==> src/rtl/adxl345_spi_sequencer_if.sv <==
// Handshake between the ADXL345 sequencer and the 16-bit SPI master.
// The sequencer takes the master modport; the SPI engine (or a model) takes slave.
interface adxl345_spi_sequencer_if;
    logic        spi_req;
    logic [15:0] spi_data_tx;
    logic        spi_done;
    logic [15:0] spi_data_rx;

    modport master (output spi_req, spi_data_tx, input spi_done, spi_data_rx);
    modport slave  (input spi_req, spi_data_tx, output spi_done, spi_data_rx);
endinterface

==> src/rtl/adxl345_spi_sequencer.sv <==
// ADXL345 bring-up (DEVID check + three config writes) followed by continuous
// six-register axis polling, publishing signed X/Y/Z samples.
module adxl345_spi_sequencer #(
    parameter logic [7:0]  BW_RATE_VAL     = 8'h0A,
    parameter logic [7:0]  DATA_FORMAT_VAL = 8'h0B,
    parameter logic [7:0]  POWER_CTL_VAL   = 8'h08,
    parameter logic [15:0] SAMPLE_GAP      = 16'd1000,
    parameter logic [15:0] TIMEOUT         = 16'd4095,
    parameter logic [7:0]  DEVID_VAL       = 8'hE5
) (
    input  logic                            clk_spi_drive,
    input  logic                            rst,
    input  logic                            enable,
    adxl345_spi_sequencer_if.master         spi,
    output logic [15:0]                     accel_x,
    output logic [15:0]                     accel_y,
    output logic [15:0]                     accel_z,
    output logic                            sample_valid,
    output logic                            dev_ok,
    output logic                            error
);

    localparam logic [2:0] S_IDLE    = 3'd0;
    localparam logic [2:0] S_RD_ID   = 3'd1;
    localparam logic [2:0] S_WR_CFG  = 3'd2;
    localparam logic [2:0] S_RD_AXIS = 3'd3;
    localparam logic [2:0] S_PUBLISH = 3'd4;
    localparam logic [2:0] S_GAP     = 3'd5;
    localparam logic [2:0] S_FAULT   = 3'd6;

    logic [2:0]       state_q, state_d;
    logic [2:0]       idx_q, idx_d;
    logic             req_q, req_d;
    logic [15:0]      tx_q, tx_d;
    logic [15:0]      tmo_q, tmo_d;
    logic [15:0]      gap_q, gap_d;
    logic [5:0][7:0]  shadow_q, shadow_d;
    logic [15:0]      ax_q, ax_d, ay_q, ay_d, az_q, az_d;
    logic             sv_q, sv_d;
    logic             ok_q, ok_d;
    logic             err_q, err_d;
    logic [15:0]      frame;
    logic [7:0]       rx_byte;
    logic             tmo_hit;
    logic             rx_hi_unused;

    assign rx_byte      = spi.spi_data_rx[7:0];
    assign rx_hi_unused = ^spi.spi_data_rx[15:8];
    // Last cycle of the allowed window: spi_req will have been high TIMEOUT cycles.
    assign tmo_hit      = ({1'b0, tmo_q} + 17'd1) >= {1'b0, TIMEOUT};

    always_comb begin
        frame = 16'h0000;
        case (state_q)
            S_RD_ID:   frame = 16'h8000;
            S_WR_CFG: begin
                case (idx_q)
                    3'd0:    frame = {2'b00, 6'h2C, BW_RATE_VAL};
                    3'd1:    frame = {2'b00, 6'h31, DATA_FORMAT_VAL};
                    default: frame = {2'b00, 6'h2D, POWER_CTL_VAL};
                endcase
            end
            S_RD_AXIS: frame = {1'b1, 1'b0, 6'h32 + {3'b000, idx_q}, 8'h00};
            default:   frame = 16'h0000;
        endcase
    end

    always_comb begin
        state_d  = state_q;
        idx_d    = idx_q;
        req_d    = req_q;
        tx_d     = tx_q;
        tmo_d    = tmo_q;
        gap_d    = gap_q;
        shadow_d = shadow_q;
        ax_d     = ax_q;
        ay_d     = ay_q;
        az_d     = az_q;
        sv_d     = 1'b0;
        ok_d     = ok_q;
        err_d    = err_q;

        case (state_q)
            S_IDLE: begin
                if (enable && !err_q) begin
                    state_d = S_RD_ID;
                    ok_d    = 1'b0;
                    idx_d   = 3'd0;
                end
            end

            S_RD_ID, S_WR_CFG, S_RD_AXIS: begin
                if (!req_q) begin
                    // Between frames there is nothing outstanding, so a drop of enable stops here.
                    if (!enable) begin
                        state_d = S_IDLE;
                    end else begin
                        req_d = 1'b1;
                        tx_d  = frame;
                        tmo_d = 16'd0;
                    end
                end else if (spi.spi_done) begin
                    req_d = 1'b0;
                    tmo_d = 16'd0;
                    case (state_q)
                        S_RD_ID: begin
                            if (rx_byte != DEVID_VAL) begin
                                err_d   = 1'b1;
                                state_d = S_FAULT;
                            end else begin
                                ok_d    = 1'b1;
                                idx_d   = 3'd0;
                                state_d = enable ? S_WR_CFG : S_IDLE;
                            end
                        end
                        S_WR_CFG: begin
                            if (!enable) begin
                                state_d = S_IDLE;
                            end else if (idx_q == 3'd2) begin
                                idx_d   = 3'd0;
                                state_d = S_RD_AXIS;
                            end else begin
                                idx_d = idx_q + 3'd1;
                            end
                        end
                        default: begin
                            shadow_d[idx_q] = rx_byte;
                            if (!enable) begin
                                state_d = S_IDLE;
                            end else if (idx_q == 3'd5) begin
                                state_d = S_PUBLISH;
                                sv_d    = 1'b1;
                                ax_d    = {shadow_q[1], shadow_q[0]};
                                ay_d    = {shadow_q[3], shadow_q[2]};
                                az_d    = {rx_byte, shadow_q[4]};
                            end else begin
                                idx_d = idx_q + 3'd1;
                            end
                        end
                    endcase
                end else if (tmo_hit) begin
                    req_d   = 1'b0;
                    err_d   = 1'b1;
                    state_d = S_FAULT;
                end else begin
                    tmo_d = tmo_q + 16'd1;
                end
            end

            S_PUBLISH: begin
                idx_d = 3'd0;
                gap_d = 16'd0;
                if (!enable)                  state_d = S_IDLE;
                else if (SAMPLE_GAP == 16'd0) state_d = S_RD_AXIS;
                else                          state_d = S_GAP;
            end

            S_GAP: begin
                if (!enable) begin
                    state_d = S_IDLE;
                end else if (gap_q == SAMPLE_GAP - 16'd1) begin
                    idx_d   = 3'd0;
                    state_d = S_RD_AXIS;
                end else begin
                    gap_d = gap_q + 16'd1;
                end
            end

            S_FAULT: req_d = 1'b0;

            default: state_d = S_IDLE;
        endcase
    end

    always_ff @(posedge clk_spi_drive or posedge rst) begin
        if (rst) begin
            state_q  <= S_IDLE;
            idx_q    <= 3'd0;
            req_q    <= 1'b0;
            tx_q     <= 16'h0000;
            tmo_q    <= 16'd0;
            gap_q    <= 16'd0;
            shadow_q <= '0;
            ax_q     <= 16'h0000;
            ay_q     <= 16'h0000;
            az_q     <= 16'h0000;
            sv_q     <= 1'b0;
            ok_q     <= 1'b0;
            err_q    <= 1'b0;
        end else begin
            state_q  <= state_d;
            idx_q    <= idx_d;
            req_q    <= req_d;
            tx_q     <= tx_d;
            tmo_q    <= tmo_d;
            gap_q    <= gap_d;
            shadow_q <= shadow_d;
            ax_q     <= ax_d;
            ay_q     <= ay_d;
            az_q     <= az_d;
            sv_q     <= sv_d;
            ok_q     <= ok_d;
            err_q    <= err_d;
        end
    end

    assign spi.spi_req     = req_q;
    assign spi.spi_data_tx = tx_q;
    assign accel_x         = ax_q;
    assign accel_y         = ay_q;
    assign accel_z         = az_q;
    assign sample_valid    = sv_q;
    assign dev_ok          = ok_q;
    assign error           = err_q;

endmodule

==> src/flat_wrapper.sv <==
// flat-port wrapper written by rule: the top's interface ports become plain ports
module adxl345_spi_sequencer_flat 
#(
    parameter logic [7:0]  BW_RATE_VAL     = 8'h0A,
    parameter logic [7:0]  DATA_FORMAT_VAL = 8'h0B,
    parameter logic [7:0]  POWER_CTL_VAL   = 8'h08,
    parameter logic [15:0] SAMPLE_GAP      = 16'd1000,
    parameter logic [15:0] TIMEOUT         = 16'd4095,
    parameter logic [7:0]  DEVID_VAL       = 8'hE5
)
  (clk_spi_drive, rst, enable, accel_x, accel_y, accel_z, sample_valid, dev_ok, error, spi_spi_req, spi_spi_data_tx, spi_spi_done, spi_spi_data_rx);
  adxl345_spi_sequencer_if spi_i ();
  input  logic clk_spi_drive;
  input  logic rst;
  input  logic enable;
  output logic [15:0] accel_x;
  output logic [15:0] accel_y;
  output logic [15:0] accel_z;
  output logic sample_valid;
  output logic dev_ok;
  output logic error;
  output wire logic [$bits(spi_i.spi_req)-1:0] spi_spi_req;
  output wire logic [$bits(spi_i.spi_data_tx)-1:0] spi_spi_data_tx;
  input wire logic [$bits(spi_i.spi_done)-1:0] spi_spi_done;
  input wire logic [$bits(spi_i.spi_data_rx)-1:0] spi_spi_data_rx;
  assign spi_spi_req = spi_i.spi_req;
  assign spi_spi_data_tx = spi_i.spi_data_tx;
  assign spi_i.spi_done = spi_spi_done;
  assign spi_i.spi_data_rx = spi_spi_data_rx;
  adxl345_spi_sequencer #(.BW_RATE_VAL(BW_RATE_VAL), .DATA_FORMAT_VAL(DATA_FORMAT_VAL), .POWER_CTL_VAL(POWER_CTL_VAL), .SAMPLE_GAP(SAMPLE_GAP), .TIMEOUT(TIMEOUT), .DEVID_VAL(DEVID_VAL)) u_core (.clk_spi_drive(clk_spi_drive), .rst(rst), .enable(enable), .spi(spi_i), .accel_x(accel_x), .accel_y(accel_y), .accel_z(accel_z), .sample_valid(sample_valid), .dev_ok(dev_ok), .error(error));
endmodule
==> config.mk <==
export PLATFORM = sky130hd
export DESIGN_NAME = adxl345_spi_sequencer_flat
export DESIGN_NICKNAME = d
export VERILOG_FILES = /design/src/rtl/adxl345_spi_sequencer_if.sv /design/src/rtl/adxl345_spi_sequencer.sv /design/src/flat_wrapper.sv
export SDC_FILE = /design/constraint.sdc
export NUM_CORES = 1
export LEC_CHECK = 0
export BUFFER_PORTS_ARGS = -buffer_cell sky130_fd_sc_hd__buf_2
export CORE_MARGIN = 5
export CORE_UTILIZATION = 50
export DETAILED_ROUTE_END_ITERATION = 6
export PLACE_DENSITY = 0.81
export SLEW_MARGIN = 25
export SYNTH_ARGS = -nofsm -noshare
export SYNTH_HDL_FRONTEND = slang
export SYNTH_SLANG_ARGS = --single-unit
export TNS_END_PERCENT = 10
==> constraint.sdc <==
create_clock -name clk_spi_drive -period 6.1 [get_ports clk_spi_drive]
set_clock_uncertainty 0.15 [all_clocks]
set_input_delay 0.61 -clock clk_spi_drive [delete_from_list [all_inputs] [get_ports clk_spi_drive]]
set_output_delay 0.61 -clock clk_spi_drive [all_outputs]
set_load 0.005 [all_outputs]
==> flow_summary.toml, run 1 <==
[sta]
slew_viol_final = 0
rsz0062_at_grt = "false"
finalSetupViolations = 0
timing.final.crit_share_pct = 52.6
finalHoldViolCount = 0
fin_hold_ws_ps = 76.4
worstMarginPinSlew_ps = 873
max_slew_margin_pct = 41.8
fin_crit_ps = 3210
max_freq_mhz = 312
setup_tns_ps = 0
layout_setup_ws_ps = 2890

[placement]
hpwl_mm = 9.98
port_buffers = 73
post-place-ws_ps = 3000
place_congestion = 0.845

[floorplanning]
dieArea_sq_um = 15600
dieWidth_microns = 125
coreArea_sq_um = 13100
die_h_microns = 125
initial_core_util_pct = 50.4
ios = 88
rows = 42

[synth]
synthMostInstantiatedCell = "dfrtp_1"
yosys.area.top_type = "dfrtp_1"
netlist_area_sq_um = 6590
synth-seq-area-share_pct = 53.2
synth_warnings = 0
yosys.area.top_type_share_pct = 53.2
synthDistinctLibCells = 63
ys_ff_latch = 140
synth_commonest_cells = "dfrtp_1, mux2_2, nor2_1"
avgSynthCellArea_sq_um = 11.5
synth-async-reset-ratio_pct = 100
synthCells = 575
synth_edf_count = 0
synth_flop_cell = "dfrtp_1"
synth_area_leaders = "dfrtp_1, mux2_2, nor2_1"

[global_routing]
overflow = 0
antenna_found_initial = 0
grt.total_usage_pct = 20.1
grt_pass1_vias = 4991
grt_pass1_wl_mm = 25.5
grt_max_degree = 86

[final_layout]
n_antenna_cell = 0
area_growth_pct = 15.9
drive_gt1_share_pct = 32.3
nNetsFinal = 669
post-route-util_pct = 58.4
n_fill_cell = 1018

[cts]
cts-htree-levels = 4
max-clock-path-buffers = 2
ctsHoldBuffers = 0
clkLatencyLatePin_ps = 420
cts_setup_buffers = 0
numCtsBuffers = 17
ctsResizeCount = 0
root_buffer = "clkbuf_16"
cts_tree = "built"
cts_sinks = 140
path_clk_slew_ps = 60

[critical_path]
crit_slowest_cell = "and4_4"
path_cells = "inv_2, nor2_2, nand2_1, nor2_1, and4_4, mux2_2"
start_kind = "register"
worstPathRequired_ps = 6250
worst_setup_path_end_kind = "register"
path_delay_family = "simple AND/OR/NAND/NOR gates"
worst_ep_arrival_time_ps = 3360
r2r_slack_ps = 2890
crit_type = "reg2reg"
slowest_delay_ps = 710
cp.buffers_inverters = 1
critPathMaxFanout = 49

[detailed_routing]
vias_per_cell = 5.81
drtIter0Drc = 436
drt-wirelength-per-cell_microns = 18.3
drt.antenna.violating_nets = 0
wl_mm = 15.1
num_vias = 4807
first_pass_iters = 5
post-route-drc-count = 0

[pwr]
p_leak_nw = 3.72
peakVddDrop_v = 0.000255
pwr_density_cell_nw_per_um2 = 367
power_mw = 2.81

[run_status]
status = "completed"

[run]
max-cap-violations = 0

[worst_hold_path]
hp-class = "in2async"
stage by stage:
step,cells,area [sq um]
finish,827,7640
global route,827,7640
floorplan,580,6610
global placement,795,7040
detailed placement,795,7040
CTS,827,7630
worst reg2reg max path, cell delays in order (launching register included):
cell and delay [ps]:
dfrtp_1 650, inv_2 180, nor2_2 430, nand2_1 250, nor2_1 270, and4_4 720
mux2_2 440
per-layer routing:
layer | share of wire [%] | GRT usage [%]
met2 | 49 | 33.0
met5 | 0 | 0
met1 | 42 | 26.0
met4 | 1.6 | 5.80
met3 | 6.9 | 6.22
final cells by class:
| cell class | instances | area, sq um | area share, % |
|---|---|---|---|
| Timing Repair Buffer | 75 | 384 | 5.03 |
| Multi-Input combinational cell | 377 | 2840 | 37.2 |
| Tap cell | 176 | 220 | 2.88 |
| Clock inverter | 12 | 139 | 1.82 |
| Clock buffer | 20 | 447 | 5.85 |
| Inverter | 27 | 106 | 1.39 |
| Sequential cell | 140 | 3500 | 45.9 |
registers in the layout (all words and copies together) (netlist names):
signal,count
u_core.shadow_q,40
u_core.accel_x,16
u_core.accel_y,16
u_core.accel_z,16
u_core.gap_q,16
u_core.tmo_q,16
u_core.spi.spi_data_tx,10
u_core.idx_q,3
u_core.state_q,3
u_core.dev_ok,1
u_core.error,1
u_core.sample_valid,1
u_core.spi.spi_req,1
layout by cell type, fill, tap and decap left out, types with 3 or more instances in the layout:
cell type / synthesis / routed
or3_1: 4 / 4
buf_2: 10 / 73
nand2b_1: 6 / 6
nor2b_1: 4 / 4
nor2_1: 41 / 41
o31ai_1: 3 / 3
and3_1: 5 / 5
a31oi_1: 11 / 11
clkbuf_16: 0 / 17
nor4b_1: 3 / 3
a41oi_1: 8 / 7
a21oi_1: 21 / 21
o21a_1: 4 / 4
conb_1: 1 / 6
and2_1: 5 / 5
o21ai_0: 17 / 17
nand4_1: 12 / 12
dfrtp_1: 140 / 140
xnor2_1: 16 / 16
nor4_1: 8 / 8
clkinv_4: 0 / 4
ha_1: 11 / 11
mux2_2: 89 / 89
inv_1: 26 / 25
inv_6: 0 / 4
nand3_1: 15 / 15
nor3_1: 13 / 13
nand2_1: 33 / 33
power by group:
group,switching (mW),internal (mW)
clock network,0.406,0.617
logic,0.355,0.243
registers,0.129,1.06
logic make-up after synthesis:
| group | Yosys count | synth area share [%] |
|---|---|---|
| flops | 140 | 53.2 |
| other cells | 1 | 0.0569 |
| simple gates | 167 | 13.7 |
| xor+xnor | 17 | 2.26 |
| compound gates | 85 | 8.98 |
| fa+ha+maj | 11 | 2.09 |
| mux | 91 | 15.5 |
| buf+inv | 63 | 4.29 |
worst paths after layout:
check / depth (start not counted) / end / startpoint
max: 6 / u_core.accel_x[3] / u_core.state_q[0]
min: 2 / u_core.spi.spi_data_tx[10] / rst
max reg2reg: 6 / u_core.accel_x[3] / u_core.state_q[0]
min reg2reg: 2 / u_core.spi.spi_data_tx[0] / u_core.spi.spi_data_tx[0]
max in group asynchronous: 3 / u_core.accel_x[6] / rst
min in group clk_spi_drive: 2 / u_core.spi.spi_data_tx[0] / u_core.spi.spi_data_tx[0]
No activity file was read; power rests on OpenSTA's default activity.
==> run 2: changes to the inputs <==
==> constraint.sdc (replaced) <==
create_clock -name clk_spi_drive -period 3.2 [get_ports clk_spi_drive]
set_clock_uncertainty 0.15 [all_clocks]
set_input_delay 0.32 -clock clk_spi_drive [delete_from_list [all_inputs] [get_ports clk_spi_drive]]
set_output_delay 0.32 -clock clk_spi_drive [all_outputs]
set_load 0.005 [all_outputs]
==> flow_summary.toml, run 2 (synthesis gave the netlist of run 1 again) <==
[cts]
cts-htree-levels = 4
max-clock-path-buffers = 2
ctsResizeCount = 0
path_clk_slew_ps = 60
clkLatencyLatePin_ps = 410
cts_sinks = 140
root_buffer = "clkbuf_16"
cts_tree = "built"
numCtsBuffers = 17

[detailed_routing]
wl_mm = 15.5
num_vias = 4809
drt-wirelength-per-cell_microns = 18.5
drt.antenna.violating_nets = 0
post-route-drc-count = 0
vias_per_cell = 5.73
first_pass_iters = 5
drtIter0Drc = 404

[global_routing]
grt_pass1_vias = 4934
grt_max_degree = 82
overflow = 0
grt_pass1_wl_mm = 26.1
antenna_found_initial = 0
grt.total_usage_pct = 20.6

[sta]
max_slew_margin_pct = 57.7
fin_hold_ws_ps = 136
fin_crit_ps = 2880
timing.final.crit_share_pct = 90.1
worstMarginPinSlew_ps = 633
rsz0062_at_grt = "false"
finalHoldViolCount = 0
setup_tns_ps = 0
finalSetupViolations = 0
slew_viol_final = 0
max_freq_mhz = 347

[final_layout]
drive_gt1_share_pct = 33.0
nNetsFinal = 683
mostFrequentLayoutCell = "dfrtp_1"
regMostFlops = "u_core.shadow_q"
mostFrequentLayoutCells = "dfrtp_1, mux2_2, buf_2"
post-route-util_pct = 59.4
area_growth_pct = 17.9
largest_reg_flops = 40
n_antenna_cell = 0

[pwr]
p_leak_nw = 3.79
peakVddDrop_v = 0.000478
pwr_density_cell_nw_per_um2 = 704
p_seq_share_pct = 41.2
power_frac_comb_pct = 21.8
p_switching_mw = 1.66
intPower_mw = 3.81
p_sw_share_pct = 30.4
clkPwrFrac_pct = 37.0

[floorplanning]
coreArea_sq_um = 13100
initial_core_util_pct = 50.4
ios = 88
rows = 42
die_h_microns = 125
dieArea_sq_um = 15600
dieWidth_microns = 125

[run]
max-cap-violations = 0

[critical_path]
start_kind = "register"
worst_setup_path_end_kind = "register"
crit_type = "reg2reg"
critPathMaxFanout = 7
worstPathRequired_ps = 3350
worst_ep_arrival_time_ps = 3030

[placement]
port_buffers = 73
hpwl_mm = 10.2
place_congestion = 0.853

[worst_hold_path]
hp-class = "in2reg"

[run_status]
status = "completed"
## run 2: cell types whose count changed in the layout (fill, tap and decap cells not counted), moves of 2 or more
cell,delta
clkinv_2,-2
buf_12,+2
clkbuf_8,+2
clkinv_4,-3
buf_4,+12
## run 2: worst max-delay path: stages, from the launching register on
cell and delay, ps:
dfrtp_1 360, ha_1 330, nand4_1 260, or4b_2 660, nand3_1 190, a2111oi_4 100, buf_4 190, a31oi_1 190
mux2_2 350
## run 2: what timing repair did
item                                    4_1_cts  5_1_grt
endpoints found under the setup margin        0        2
hold endpoints to repair                     26        0
buffers inserted                              0        4
hold buffers                                  1        0
## run 2: power by group through the flow
stage	clock network [mW]	registers, mW	logic, mW
2_1_floorplan	0	2.16	0.901
3_3_place_gp	0	2.24	1.12
3_5_place_dp	0	2.27	1.17
4_1_cts	2.05	2.24	1.19
5_1_grt	2.14	2.28	1.32
6_report	2.02	2.25	1.19
## run 2: area by class of cell
cell class | instances | area [sq um]
timing repair buffer | 89 | 513
clock inverter | 8 | 133
tap | 176 | 220
multi-input combinational | 377 | 2830
fill | 993 | 5310
clock buffer | 22 | 474
sequential | 140 | 3500
inverter | 27 | 105
## run 2: worst paths after layout
| kind | start | endpoint | slack (ps) | cells past startpoint |
|---|---|---|---|---|
| hold reg to reg | u_core.spi.spi_data_tx[9] | u_core.spi.spi_data_tx[9] | 330 | 2 |
| hold / removal | spi_spi_data_rx[5] | u_core.shadow_q[29] | 140 | 2 |
| min in group asynchronous | rst | u_core.spi.spi_data_tx[1] | 380 | 3 |
| setup / recovery | u_core.tmo_q[1] | u_core.state_q[1] | 320 | 8 |
| max in group asynchronous | rst | u_core.spi.spi_req | 1700 | 4 |
| setup reg to reg | u_core.tmo_q[1] | u_core.state_q[1] | 320 | 8 |
## run 2: layer usage
metal | wire [microns] | track usage (%) | up-vias | share of wire (%)
li1 | - | - | 2192 | -
met1 | 6410 | 25.7 | 2411 | 41
met2 | 7890 | 35.0 | 185 | 51
met3 | 925 | 5.06 | 21 | 6.0
met4 | 282 | 6.95 | 0 | 1.8
met5 | 0 | 0 | - | 0
## run 2: metrics by stage
stage	instances	worst slack (ps)	total power [mW]	area, sq um
after floorplan	580	631	3.06	6610
after global placement	804	420	3.36	7130
after detailed placement	804	318	3.43	7130
after CTS	835	307	5.49	7740
after global routing	839	168	5.74	7770
final	839	317	5.47	7770
==> run 3: changes to the inputs <==
--- a/config.mk
+++ b/config.mk
@@ -5,6 +5,7 @@
 export SDC_FILE = /design/constraint.sdc
 export NUM_CORES = 1
 export LEC_CHECK = 0
+export ABC_AREA = 1
 export BUFFER_PORTS_ARGS = -buffer_cell sky130_fd_sc_hd__buf_2
 export CORE_MARGIN = 5
 export CORE_UTILIZATION = 50
==> flow_summary.toml, run 3 <==
[synth]
synthDistinctLibCells = 39
synth_flop_cell = "dfrtp_1"
netlist_area_sq_um = 6640
synth_warnings = 0
ys_ff_latch = 140
synth-seq-area-share_pct = 52.8
avgSynthCellArea_sq_um = 8.35
synth_area_leaders = "dfrtp_1, nand2_1, o21ai_0"
synthMostInstantiatedCell = "nand2_1"
synthCells = 795
synth-async-reset-ratio_pct = 100
synth_commonest_cells = "nand2_1, dfrtp_1, o21ai_0"
yosys.area.top_type = "dfrtp_1"
yosys.area.top_type_share_pct = 52.8
synth_edf_count = 0

[critical_path]
start_kind = "register"
critPathMaxFanout = 24
crit_path_end = "u_core.tmo_q[0]"
worst_ep_arrival_time_ps = 2740
r2r_slack_ps = 630
r2r_start = "u_core.state_q[1]"
worstPathRequired_ps = 3360
cp-startpoint = "u_core.state_q[1]"
worst_setup_path_end_kind = "register"
r2r-end = "u_core.tmo_q[0]"
reg2reg_depth = 11
crit_type = "reg2reg"

[sta]
max_freq_mhz = 389
finalHoldViolCount = 0
slew_viol_final = 0
layout_setup_ws_ps = 626
finalSetupViolations = 0
setup_tns_ps = 0
timing.final.crit_share_pct = 80.4
worstMarginPinSlew_ps = 885
rsz0062_at_grt = "false"
max_slew_margin_pct = 40.9
fin_hold_ws_ps = 95.0
fin_crit_ps = 2570

[detailed_routing]
drt-wirelength-per-cell_microns = 14.1
highest-signal-layer = "met4"
met3_length_microns = 939
route.met2.wl_mm = 7.23
num_vias = 5500
first_pass_iters = 5
drtIter0Drc = 490
post-route-drc-count = 0
vias_per_cell = 5.19
drt.antenna.violating_nets = 0
drt-met1-wl_mm = 6.58
wl_mm = 15.0

[run_status]
status = "completed"

[floorplanning]
dieWidth_microns = 125
dieArea_sq_um = 15700
coreArea_sq_um = 13100
rows = 42
initial_core_util_pct = 50.5
ios = 88
die_h_microns = 125

[worst_hold_path]
hp-class = "in2reg"

[run]
max-cap-violations = 0

[final_layout]
n_antenna_cell = 0
largest_reg_flops = 40
n_fill_cell = 1168
multiInputGateArea_sq_um = 2720
regArea_sq_um = 3500
drive_gt1_share_pct = 16.5
mostFrequentLayoutCells = "nand2_1, dfrtp_1, buf_2"
regMostFlops = "u_core.shadow_q"
nNetsFinal = 902
post-route-util_pct = 58.6
area_growth_pct = 16.1
mostFrequentLayoutCell = "nand2_1"

[pwr]
pwr_density_cell_nw_per_um2 = 664
power_mw = 5.12
p_leak_nw = 3.91
peakVddDrop_v = 0.000355

[global_routing]
grt_pass1_vias = 5415
grt_pass1_wl_mm = 25.9
grt.total_usage_pct = 20.1
antenna_found_initial = 0
overflow = 0
grt_max_degree = 63

[placement]
port_buffers = 73
place_congestion = 0.889
post-place-ws_ps = 670
hpwl_mm = 10.3

[cts]
cts_setup_buffers = 0
path_clk_slew_ps = 60
ctsResizeCount = 0
max-clock-path-buffers = 2
cts_tree = "built"
numCtsBuffers = 17
cts-htree-levels = 4
root_buffer = "clkbuf_16"
cts_sinks = 140
clkLatencyLatePin_ps = 420
run 3: report_power, final:
group	internal, mW	total, mW	switching (mW)	leakage [nW]
Clock	1.01	1.83	0.822	0.251
Combinational	0.335	1.11	0.776	1.74
Sequential	1.98	2.17	0.194	1.92
Total	3.33	5.12	1.79	3.91
run 3: layout make-up:
type | count | area share, %
Sequential cell | 140 | 45.5
Multi-Input combinational cell | 564 | 35.3
Timing Repair Buffer | 80 | 5.81
Clock buffer | 17 | 5.52
Inverter | 68 | 3.39
Tap cell | 176 | 2.86
Clock inverter | 15 | 1.69
run 3: cells by family after synthesis:
| logic type | count (synthesis) | share of synthesized area [%] |
|---|---|---|
| and+or+nand+nor | 420 | 27.2 |
| AOI/OAI and AO/OA | 112 | 9.37 |
| other | 1 | 0.0565 |
| xor gates and xnor gates | 15 | 1.98 |
| adders and majority gates | 11 | 2.07 |
| DFF | 140 | 52.8 |
| buffers and inverters | 96 | 6.58 |
run 3: worst min-delay path by stage:
stage                        from            endpoint  cells past startpoint
6_report             spi_spi_done        u_core.error                      3
3_5_place_dp   u_core.accel_x[11]  u_core.accel_x[11]                      2
4_1_cts              spi_spi_done        u_core.error                      3
3_3_place_gp   u_core.accel_y[14]  u_core.accel_y[14]                      2
5_1_grt              spi_spi_done        u_core.error                      3
2_1_floorplan              enable       u_core.dev_ok                      1
run 3: per-layer routing:
metal | vias to the layer above | global-route usage, %
li1 | 2710 | -
met1 | 2615 | 26.4
met2 | 154 | 32.8
met3 | 21 | 5.54
met4 | 0 | 6.06
met5 | - | 0
run 3: worst max-delay path: stages, from the launching register on:
cell and delay, ps:
dfrtp_1 560, inv_1 150, nand2_1 180, nand2_1 170, nor3_2 210, inv_1 250, o21ai_0 150, inv_1 100
nand2_4 260, inv_1 160, nand2_1 80, nand2_1 50
run 3: timing repair:
| item | 4_1_cts | 5_1_grt |
|---|---|---|
| endpoints found under the hold margin | 36 | 0 |
| hold buffers | 2 | 0 |
| setup endpoints to repair | 0 | 0 |
run 3: per-stage QoR:
stage               instance area (sq um)  cells
detailed placement                   7130   1026
floorplan                            6660    800
CTS                                  7700   1060
global route                         7700   1060
global placement                     7130   1026
finish                               7700   1060
